[src/rtl/memctrl_host_pkg.sv]
// Shared types and constants for the memory-controller host adapter.
package memctrl_host_pkg;

  typedef enum logic [2:0] {
    ST_IDLE,
    ST_ISSUE,
    ST_RWAIT,
    ST_BIST_RUN,
    ST_BIST_DONE
  } state_e;

  typedef struct packed {
    logic        we;
    logic [15:0] addr;
    logic [7:0]  wdata;
  } entry_t;

  localparam int ENTRY_W = $bits(entry_t);

  localparam int DEF_FIFO_DEPTH   = 4;
  localparam int DEF_RD_LAT       = 2;
  localparam int DEF_BIST_TIMEOUT = 200000;

  localparam logic PIN_CSB_IDLE = 1'b1;
  localparam logic PIN_CE_IDLE  = 1'b0;
  localparam logic PIN_WEB_IDLE = 1'b1;
  localparam logic PIN_OEB_IDLE = 1'b1;

endpackage

[src/rtl/memctrl_host_fifo.sv]
// Synchronous command FIFO; head entry is visible on rdata whenever not empty.
module memctrl_host_fifo #(
  parameter int DEPTH = 4,
  parameter int WIDTH = 25
) (
  input  logic             CLK,
  input  logic             RSTN,
  input  logic             push,
  input  logic [WIDTH-1:0] wdata,
  input  logic             pop,
  output logic [WIDTH-1:0] rdata,
  output logic             full,
  output logic             empty
);
  localparam int AW = (DEPTH > 1) ? $clog2(DEPTH) : 1;

  logic [WIDTH-1:0] mem_q [DEPTH];
  logic [AW-1:0]    wr_ptr_q, wr_ptr_d, rd_ptr_q, rd_ptr_d;
  logic [AW:0]      count_q, count_d;
  logic             do_push, do_pop;

  assign full    = (count_q == (AW+1)'(DEPTH));
  assign empty   = (count_q == '0);
  assign do_push = push & ~full;
  assign do_pop  = pop & ~empty;
  assign rdata   = mem_q[rd_ptr_q];

  always_comb begin
    wr_ptr_d = wr_ptr_q;
    rd_ptr_d = rd_ptr_q;
    count_d  = count_q;
    if (do_push) wr_ptr_d = wr_ptr_q + 1'b1;
    if (do_pop)  rd_ptr_d = rd_ptr_q + 1'b1;
    case ({do_push, do_pop})
      2'b10:   count_d = count_q + 1'b1;
      2'b01:   count_d = count_q - 1'b1;
      default: count_d = count_q;
    endcase
  end

  always_ff @(posedge CLK or negedge RSTN) begin
    if (!RSTN) begin
      wr_ptr_q <= '0;
      rd_ptr_q <= '0;
      count_q  <= '0;
    end else begin
      wr_ptr_q <= wr_ptr_d;
      rd_ptr_q <= rd_ptr_d;
      count_q  <= count_d;
    end
  end

  always_ff @(posedge CLK) begin
    if (do_push) mem_q[wr_ptr_q] <= wdata;
  end

endmodule

[src/rtl/memctrl_host_if.sv]
// Host request adapter: queues byte read/write requests and sequences them,
// plus BIST handshakes, onto the memory controller pin interface.
//
// state      | meaning
// IDLE       | pins idle; start a pending BIST or pop the next request
// ISSUE      | one-cycle select with ADDR/IDATA/WEB from the popped entry
// RWAIT      | read select held with OEB low until ODATA is sampled
// BIST_RUN   | BIST_EN high until BIST_PASS or timeout
// BIST_DONE  | one cycle with BIST_EN low, then back to IDLE
module memctrl_host_if
  import memctrl_host_pkg::*;
#(
  parameter int FIFO_DEPTH   = DEF_FIFO_DEPTH,
  parameter int RD_LAT       = DEF_RD_LAT,
  parameter int BIST_TIMEOUT = DEF_BIST_TIMEOUT
) (
  input  logic        CLK,
  input  logic        RSTN,
  input  logic        REQ_VALID,
  output logic        REQ_READY,
  input  logic        REQ_WE,
  input  logic [15:0] REQ_ADDR,
  input  logic [7:0]  REQ_WDATA,
  output logic        RSP_VALID,
  output logic [7:0]  RSP_RDATA,
  input  logic        BIST_START,
  input  logic [2:0]  BIST_MODE_IN,
  output logic        BIST_BUSY,
  output logic        BIST_OK,
  output logic        BIST_FAIL,
  output logic [15:0] ADDR,
  output logic        CE,
  output logic        CSB,
  output logic        WEB,
  output logic        OEB,
  output logic [7:0]  IDATA,
  input  logic [7:0]  ODATA,
  output logic        BIST_EN,
  output logic [2:0]  BIST_MODE,
  input  logic        BIST_PASS
);
  localparam int LW = (RD_LAT > 1) ? $clog2(RD_LAT) : 1;
  localparam int TW = (BIST_TIMEOUT > 1) ? $clog2(BIST_TIMEOUT) : 1;

  state_e        state_q, state_d;
  logic [15:0]   addr_q, addr_d;
  logic [7:0]    idata_q, idata_d;
  logic          csb_q, csb_d, ce_q, ce_d, web_q, web_d, oeb_q, oeb_d;
  logic          bist_en_q, bist_en_d, bist_busy_q, bist_busy_d;
  logic          bist_ok_q, bist_ok_d, bist_fail_q, bist_fail_d;
  logic [2:0]    bist_mode_q, bist_mode_d, pend_mode_q, pend_mode_d;
  logic          pend_q, pend_d;
  logic          rsp_valid_q, rsp_valid_d;
  logic [7:0]    rsp_rdata_q, rsp_rdata_d;
  logic [LW-1:0] lat_cnt_q, lat_cnt_d;
  logic [TW-1:0] bist_cnt_q, bist_cnt_d;

  entry_t fifo_wdata, fifo_rdata;
  logic   fifo_push, fifo_pop, fifo_full, fifo_empty;

  assign REQ_READY  = RSTN & ~fifo_full;
  assign fifo_push  = REQ_VALID & REQ_READY;
  assign fifo_wdata = {REQ_WE, REQ_ADDR, REQ_WDATA};

  memctrl_host_fifo #(.DEPTH(FIFO_DEPTH), .WIDTH(ENTRY_W)) u_fifo (
    .CLK   (CLK),
    .RSTN  (RSTN),
    .push  (fifo_push),
    .wdata (fifo_wdata),
    .pop   (fifo_pop),
    .rdata (fifo_rdata),
    .full  (fifo_full),
    .empty (fifo_empty)
  );

  always_comb begin
    state_d     = state_q;
    addr_d      = addr_q;
    idata_d     = idata_q;
    csb_d       = PIN_CSB_IDLE;
    ce_d        = PIN_CE_IDLE;
    web_d       = PIN_WEB_IDLE;
    oeb_d       = PIN_OEB_IDLE;
    bist_en_d   = 1'b0;
    bist_busy_d = 1'b0;
    bist_mode_d = '0;
    bist_ok_d   = bist_ok_q;
    bist_fail_d = bist_fail_q;
    pend_d      = pend_q;
    pend_mode_d = pend_mode_q;
    rsp_valid_d = 1'b0;
    rsp_rdata_d = rsp_rdata_q;
    lat_cnt_d   = lat_cnt_q;
    bist_cnt_d  = bist_cnt_q;
    fifo_pop    = 1'b0;

    if (BIST_START && !pend_q && state_q != ST_BIST_RUN) begin
      pend_d      = 1'b1;
      pend_mode_d = BIST_MODE_IN;
    end

    case (state_q)
      ST_IDLE: begin
        if (pend_q) begin
          state_d     = ST_BIST_RUN;
          pend_d      = 1'b0;
          bist_en_d   = 1'b1;
          bist_busy_d = 1'b1;
          bist_mode_d = pend_mode_q;
          bist_ok_d   = 1'b0;
          bist_fail_d = 1'b0;
          bist_cnt_d  = TW'(BIST_TIMEOUT - 1);
        end else if (!fifo_empty) begin
          state_d  = ST_ISSUE;
          fifo_pop = 1'b1;
          csb_d    = 1'b0;
          ce_d     = 1'b1;
          addr_d   = fifo_rdata.addr;
          idata_d  = fifo_rdata.wdata;
          web_d    = ~fifo_rdata.we;
          oeb_d    = fifo_rdata.we;
        end
      end
      // web_q still carries the issued entry's direction during ISSUE
      ST_ISSUE: begin
        if (web_q) begin
          state_d   = ST_RWAIT;
          csb_d     = 1'b0;
          oeb_d     = 1'b0;
          lat_cnt_d = LW'(RD_LAT - 1);
        end else begin
          state_d = ST_IDLE;
        end
      end
      ST_RWAIT: begin
        if (lat_cnt_q == '0) begin
          state_d     = ST_IDLE;
          rsp_valid_d = 1'b1;
          rsp_rdata_d = ODATA;
        end else begin
          lat_cnt_d = lat_cnt_q - 1'b1;
          csb_d     = 1'b0;
          oeb_d     = 1'b0;
        end
      end
      ST_BIST_RUN: begin
        if (BIST_PASS) begin
          state_d   = ST_BIST_DONE;
          bist_ok_d = 1'b1;
        end else if (bist_cnt_q == '0) begin
          state_d     = ST_BIST_DONE;
          bist_fail_d = 1'b1;
        end else begin
          bist_cnt_d  = bist_cnt_q - 1'b1;
          bist_en_d   = 1'b1;
          bist_busy_d = 1'b1;
          bist_mode_d = bist_mode_q;
        end
      end
      ST_BIST_DONE: state_d = ST_IDLE;
      default:      state_d = ST_IDLE;
    endcase
  end

  always_ff @(posedge CLK or negedge RSTN) begin
    if (!RSTN) begin
      state_q     <= ST_IDLE;
      addr_q      <= '0;
      idata_q     <= '0;
      csb_q       <= PIN_CSB_IDLE;
      ce_q        <= PIN_CE_IDLE;
      web_q       <= PIN_WEB_IDLE;
      oeb_q       <= PIN_OEB_IDLE;
      bist_en_q   <= 1'b0;
      bist_busy_q <= 1'b0;
      bist_mode_q <= '0;
      bist_ok_q   <= 1'b0;
      bist_fail_q <= 1'b0;
      pend_q      <= 1'b0;
      pend_mode_q <= '0;
      rsp_valid_q <= 1'b0;
      rsp_rdata_q <= '0;
      lat_cnt_q   <= '0;
      bist_cnt_q  <= '0;
    end else begin
      state_q     <= state_d;
      addr_q      <= addr_d;
      idata_q     <= idata_d;
      csb_q       <= csb_d;
      ce_q        <= ce_d;
      web_q       <= web_d;
      oeb_q       <= oeb_d;
      bist_en_q   <= bist_en_d;
      bist_busy_q <= bist_busy_d;
      bist_mode_q <= bist_mode_d;
      bist_ok_q   <= bist_ok_d;
      bist_fail_q <= bist_fail_d;
      pend_q      <= pend_d;
      pend_mode_q <= pend_mode_d;
      rsp_valid_q <= rsp_valid_d;
      rsp_rdata_q <= rsp_rdata_d;
      lat_cnt_q   <= lat_cnt_d;
      bist_cnt_q  <= bist_cnt_d;
    end
  end

  assign ADDR      = addr_q;
  assign IDATA     = idata_q;
  assign CSB       = csb_q;
  assign CE        = ce_q;
  assign WEB       = web_q;
  assign OEB       = oeb_q;
  assign BIST_EN   = bist_en_q;
  assign BIST_MODE = bist_mode_q;
  assign BIST_BUSY = bist_busy_q;
  assign BIST_OK   = bist_ok_q;
  assign BIST_FAIL = bist_fail_q;
  assign RSP_VALID = rsp_valid_q;
  assign RSP_RDATA = rsp_rdata_q;

endmodule

[config.mk]
export PLATFORM = sky130hd
export DESIGN_NAME = memctrl_host_if
export DESIGN_NICKNAME = d
export VERILOG_FILES = /design/src/rtl/memctrl_host_pkg.sv /design/src/rtl/memctrl_host_fifo.sv /design/src/rtl/memctrl_host_if.sv
export SDC_FILE = /design/constraint.sdc
export NUM_CORES = 1
export LEC_CHECK = 0
export CORE_MARGIN = 4
export CORE_UTILIZATION = 40
export CTS_CLUSTER_DIAMETER = 150
export DETAILED_ROUTE_END_ITERATION = 6
export PLACE_DENSITY_LB_ADDON = 0.15
export SLEW_MARGIN = 20
export SYNTH_ARGS = -nofsm -noshare
export SYNTH_HDL_FRONTEND = slang
export SYNTH_SLANG_ARGS = --single-unit
[constraint.sdc]
create_clock -name CLK -period 2.25 [get_ports CLK]
set_input_delay 0.675 -clock CLK [delete_from_list [all_inputs] [get_ports CLK]]
set_output_delay 0.675 -clock CLK [all_outputs]
set_load 0.01 [all_outputs]
==> results of run 1 <==
## per-layer routing
| layer | up-vias | track usage | wire, um |
|---|---|---|---|
| met5 | - | 0 | 0 |
| met4 | 0 | 0.0428 | 157 |
| met3 | 19 | 0.0461 | 793 |
| met2 | 94 | 0.260 | 7220 |
| met1 | 2005 | 0.186 | 5930 |
| li1 | 1811 | - | - |
## cell usage in the layout, fill, tap and decap left out, types with 5 or more instances in the layout
| master | n |
|---|---|
| buf_12 | 7 |
| dfrtp_1 | 72 |
| nor2_1 | 15 |
| clkdlybuf4s50_1 | 82 |
| inv_1 | 10 |
| edfxtp_1 | 100 |
| o31ai_1 | 6 |
| clkbuf_16 | 17 |
| ha_1 | 7 |
| inv_6 | 5 |
| mux2_2 | 36 |
| nand2_1 | 12 |
| mux4_2 | 25 |
| a21oi_1 | 8 |
| mux2i_1 | 11 |
| buf_4 | 22 |
| o21ai_0 | 8 |
## report_power, final
part | total, mW | internal, mW | switching [mW]
clock network | 2.97 | 1.70 | 1.27
registers | 4.58 | 4.18 | 0.402
logic | 3.68 | 2.10 | 1.59
## cells in the mapped netlist (6+ instances only)
master    count
mux2_2       36
ha_1          7
edfxtp_1    100
nand2_1      12
o21ai_0       8
o31ai_1       6
inv_1        10
dfrtp_1      73
nor2_1       15
mux4_2       25
mux2i_1      11
a21oi_1       8
buf_2         8
## per-stage QoR
| stage | area [um2] | total power [mW] | hold WS [ns] | setup slack [ns] |
|---|---|---|---|---|
| floorplan | 7100 | 6.75 | 0.379 | 0.0434 |
| global placement | 8420 | 8.35 | 0.488 | -0.156 |
| detailed placement | 8420 | 8.43 | 0.489 | -0.238 |
| CTS | 9020 | 11.4 | 0.242 | 0.0639 |
| global route | 9030 | 11.9 | 0.244 | 0.0129 |
| finish | 9030 | 11.2 | 0.240 | 0.101 |
## area by class of cell
| class | instances | area (um2) |
|---|---|---|
| inverters | 10 | 37.5 |
| fillers | 1412 | 8330 |
| repair buffers | 113 | 1140 |
| clock buffers | 20 | 447 |
| multi-input cells | 204 | 2060 |
| flip-flops and latches | 176 | 4910 |
| well taps | 225 | 282 |
| clock inverters | 12 | 149 |
## final timing paths
check / start / endpoint / slack (ns) / cells after the start
min in group CLK: BIST_MODE[0] / BIST_MODE[0] / 0.50 / 1
max in group asynchronous: RSTN / u_fifo.rd_ptr_q[0] / 0.89 / 3
hold reg to reg: BIST_MODE[0] / BIST_MODE[0] / 0.50 / 1
setup reg to reg: state_q[1] / u_fifo.count_q[2] / 0.13 / 8
hold / removal: RSTN / IDATA[7] / 0.24 / 2
setup / recovery: OEB / OEB / 0.10 / 1
## registers in the layout (all words and copies together), names as in the netlist, 3 cells and up
name / flops
RSP_RDATA: 8
ADDR: 16
bist_cnt_q: 18
pend_mode_q: 3
IDATA: 8
u_fifo.count_q: 3
BIST_MODE: 3
u_fifo.mem_q: 100
state_q: 3
## what timing repair did
action                     4_1_cts  5_1_grt
cloned                           0        0
setup endpoints to repair        2        1
setup buffers                    0        0
resized for setup                3        1
## kinds of logic after synthesis
logic type	after synthesis	synth area share
simple gates	76	0.0721
flops	176	0.692
compound gates	42	0.0418
buf+inv	27	0.0199
fa+ha+maj	8	0.0152
mux	72	0.152
xor+xnor	6	0.00741
==> flow_metrics.tcl, run 1 <==
set metrics [dict create \
    hold_path.class "in -> async" \
    via_count 3929 \
    maxCapViolations 0 \
    critPathLaunchType "flop" \
    core_mm2 0.0174 \
    grt_pass1_wl_um 23000 \
    max_stage_delay_ns 0.52 \
    routed_wl_um 14100 \
    gp_congestion 0.817 \
    antenna_left 0 \
    hpwl_um 8970 \
    synth_area_leaders "edfxtp_1 (42%), dfrtp_1 (26%), mux4_2 (7.9%)" \
    cp_num_buf_inv 1 \
    dp.cells 728 \
    power.density_mw_per_mm2 1240 \
    initial_core_util 0.409 \
    worst_slew_pin_slew_ns 0.824 \
    leakage_nw 3.32 \
    status "finished, final reports clean" \
    path_cells "clkdlybuf4s50_1" \
    critical-path-top-delay-family "flip-flops" \
    detail_route.wl_per_cell_um 18.6 \
    cts_num_sinks 176 \
    cts_buffers 17 \
    htree_levels 4 \
    top_level_ports 86 \
    core.rowCount 48 \
    firstDrtPassIters 4 \
    seq_area_frac_synth 0.692 \
    fin_nets 571 \
    ir_drop_mv 0.747 \
    slew_viol_final 0 \
    worstSetupEndpointType "primary output" \
    yosys_most_used_dff "edfxtp_1" \
    grt_util_all_layers 0.152 \
    final_util 0.520 \
    slew_headroom 0.451 \
    timing.final.crit_period_ns 2.15 \
    synth_area_mm2 0.00710 \
    final.period_utilization 0.955 \
    yosys.area.top_type "edfxtp_1" \
    crit_type "reg -> out" \
    antenna_found_initial 0 \
    drive_gt1_frac 0.267 \
    clk_pin_slew_worst_paths_ns 0.07 \
    grt_pass1_vias 4281 \
    synth_top_area_share 0.423 \
    num_antenna_cells 0 \
    setup_viol 0 \
    clkLatencyLatePin_ns 0.43 \
    yosysWarnings 0 \
    grt_max_degree 61 \
    drtIter0Drc 246 \
    max_freq_mhz 465 \
    rsz0062_at_grt "false" \
    syn_inst 407 \
    cts_hold_buf 0 \
    syn_area_per_cell_um2 17.4 \
    async_flop_share 0.432 \
    area_growth_syn_to_layout_pct 27.2 \
    synthDistinctLibCells 54 \
    crit_arrival_ns 1.47 \
    synth_nets 456 \
    vias_per_cell 5.17 \
    slowest_stage "dfstp_2" \
    tritoncts "built" \
    fin_skew_ns 0.0132 \
    die_x_um 141 \
    cp_max_fo 1 \
    hold_viol_final 0 \
    overflow 0 \
    synth_seq_cells 176 \
    clock_path_buffers 2 \
    die_y_um 141 \
    floorplan.die_area_mm2 0.0199 \
    drcViolationCount 0 \
    cts-root-buf "clkbuf_16" \
    layoutNonFillerInstCount 760 \
    cp.required_ns 1.57 \
    tns_ns 0 \
    synth_edf_count 100 \
    port_buffers 85 \
]
(Power assumes the default switching activity.)
==> run 2: changes to the inputs <==
==> constraint.sdc (replaced) <==
create_clock -name CLK -period 1.8 [get_ports CLK]
set_input_delay 0.54 -clock CLK [delete_from_list [all_inputs] [get_ports CLK]]
set_output_delay 0.54 -clock CLK [all_outputs]
set_load 0.01 [all_outputs]
==> run 2 against run 1 <==
  * The flow now finishes with violations (setup timing)
  * Clock skew down 0.0057 ns
  * Utilization up 2.9 points
  * Register-to-register slack worse by 0.29 ns
  * Sequential cell count unchanged
  * First-iteration DRC count down 24%
  * Sequential share of layout area down 2.8 points
  * Cell count up 5.1%
  * Die area unchanged
  * Non-clock buffer count up 39
  * Sequential power up 24%
  * Critical path type is now reg -> reg
  * Largest power group unchanged
  * Highest routed layer unchanged
==> flow_metrics.tcl, run 2 (synthesized netlist as in run 1, its figures left out) <==
set metrics [dict create \
    intPower_mw 10.1 \
    ff2ff_path_depth 8 \
    overflow 0 \
    hold_path.class "in -> async" \
    tritoncts "built" \
    most-common-layout-cells "edfxtp_1 (100), dfrtp_1 (71), buf_4 (49)" \
    max_freq_mhz 511 \
    cts-root-buf "clkbuf_16" \
    top_register "u_fifo.mem_q" \
    power.share.clock 0.237 \
    slew_viol_final 0 \
    drive_gt1_frac 0.364 \
    crit_type "reg -> reg" \
    rsz0062_at_grt "true" \
    cts_num_sinks 176 \
    fin_nets 610 \
    r2r_start "state_q[0]" \
    hold_viol_final 0 \
    drtIter0Drc 187 \
    worst_slew_pin_slew_ns 0.753 \
    antenna_found_initial 0 \
    critPathLaunchType "flop" \
    timing.final.crit_period_ns 1.96 \
    layoutNonFillerInstCount 799 \
    die_y_um 141 \
    largest_register_ff_count 100 \
    clock_path_buffers 2 \
    power.density_mw_per_mm2 1510 \
    cts_buffers 17 \
    floorplan.die_area_mm2 0.0199 \
    die_x_um 141 \
    dp.cells 748 \
    gp_congestion 0.858 \
    p_sw_mw 4.26 \
    path_cells "or3_4 > nor3_4 > ha_2 > inv_2 > fa_2 > xor2_1 > nor2_1 > xor2_1" \
    worstSetupEndpointType "flop" \
    drcViolationCount 0 \
    cp_max_fo 2 \
    vias_per_cell 5.09 \
    clkLatencyLatePin_ns 0.42 \
    ir_drop_mv 0.973 \
    crit_path_frequent_cell "xor2_1" \
    num_antenna_cells 0 \
    area_growth_syn_to_layout_pct 34.2 \
    fin_skew_ns 0.00754 \
    hold_ws_ns 0.135 \
    slew_headroom 0.498 \
    core.rowCount 48 \
    clk_pin_slew_worst_paths_ns 0.07 \
    grt_pass1_wl_um 24200 \
    firstDrtPassIters 4 \
    grt_pass1_vias 4380 \
    p_sw_frac 0.296 \
    top_level_ports 86 \
    cp.required_ns 2.14 \
    pwr-share-seq 0.393 \
    status "finished, violations left" \
    initial_core_util 0.409 \
    crit_arrival_ns 2.30 \
    final.period_utilization 1.09 \
    critical_path_cell_count 8 \
    rrSetupSlack_ns -0.16 \
    combinationalPowerShare 0.369 \
    violations "setup timing" \
    maxCapViolations 0 \
    max_stage_delay_ns 0.41 \
    cp_num_buf_inv 1 \
    via_count 4069 \
    grt_max_degree 57 \
    finalWorstSetupSlack_ns -0.159 \
    setup_viol 31 \
    endpoint "u_fifo.count_q[2]" \
    antenna_left 0 \
    critical-path-top-delay-family "simple AND/OR/NAND/NOR gates" \
    reg2reg_to "u_fifo.count_q[2]" \
    mostFrequentLayoutCell "edfxtp_1" \
    cts_hold_buf 0 \
    core_mm2 0.0174 \
    slowest_stage "or3_4" \
    htree_levels 4 \
    grt_util_all_layers 0.160 \
    leakage_nw 3.65 \
    detail_route.wl_per_cell_um 18.6 \
    port_buffers 85 \
    hpwl_um 9160 \
    cp-startpoint "state_q[0]" \
    routed_wl_um 14900 \
]
run 2: cell count changes in the layout (fill, tap and decap cells not counted), sizes merged:
cell	delta
buf	+40
bufinv	-1
clkbuf	-2
clkdlybuf4s15	+3
clkdlybuf4s50	-44
clkinv	+6
clkinvlp	+3
dlygate4sd2	+40
inv	-6
run 2: area by class of cell:
cell class,instances,area [um2]
multi-input combinational,204,2250
fill,1391,7830
sequential,176,4910
clock buffer,18,429
inverter,10,37.5
tap,225,282
timing repair buffer,152,1500
clock inverter,14,119
run 2: what timing repair did:
item,CTS,global route
pin swaps,12,9
resized for setup,65,28
setup buffers,8,8
endpoints found under the setup margin,87,52
gates cloned,3,0
run 2: routing by layer:
metal	vias up	track usage	wire length [um]
met5	-	0	0
met4	0	0.0495	225
met3	16	0.0458	651
met2	71	0.274	7850
met1	2101	0.196	6120
li1	1881	-	-
run 2: how the worst min path moves through the flow:
stage          slack, ns  cells past startpoint      endpoint
3_5_place_dp        0.48                      1  BIST_MODE[2]
6_report            0.14                      2  RSP_RDATA[3]
3_3_place_gp        0.48                      1  BIST_MODE[2]
5_1_grt             0.15                      2  RSP_RDATA[3]
2_1_floorplan       0.24                      0       ADDR[0]
4_1_cts             0.15                      2  RSP_RDATA[3]
run 2: power groups by stage:
stage	clock (mW)	combinational (mW)	sequential, mW
after global placement	0	5.05	5.73
after floorplan	0	2.81	5.87
after CTS	3.51	5.32	5.68
after global routing	3.71	5.76	5.77
after detailed placement	0	5.12	5.76
final	3.42	5.32	5.66
run 2: metrics by stage:
stage | setup TNS [ns] | util | power (mW) | worst slack (ns) | cell area (um2)
3_5_place_dp | -17.72 | 0.498 | 10.9 | -0.533 | 8650
3_3_place_gp | -14.59 | 0.498 | 10.8 | -0.449 | 8650
6_report | -2.70 | 0.549 | 14.4 | -0.159 | 9530
5_1_grt | -5.73 | 0.549 | 15.2 | -0.265 | 9530
2_1_floorplan | -1.72 | - | 8.69 | -0.260 | 7180
4_1_cts | -2.57 | 0.540 | 14.5 | -0.181 | 9370
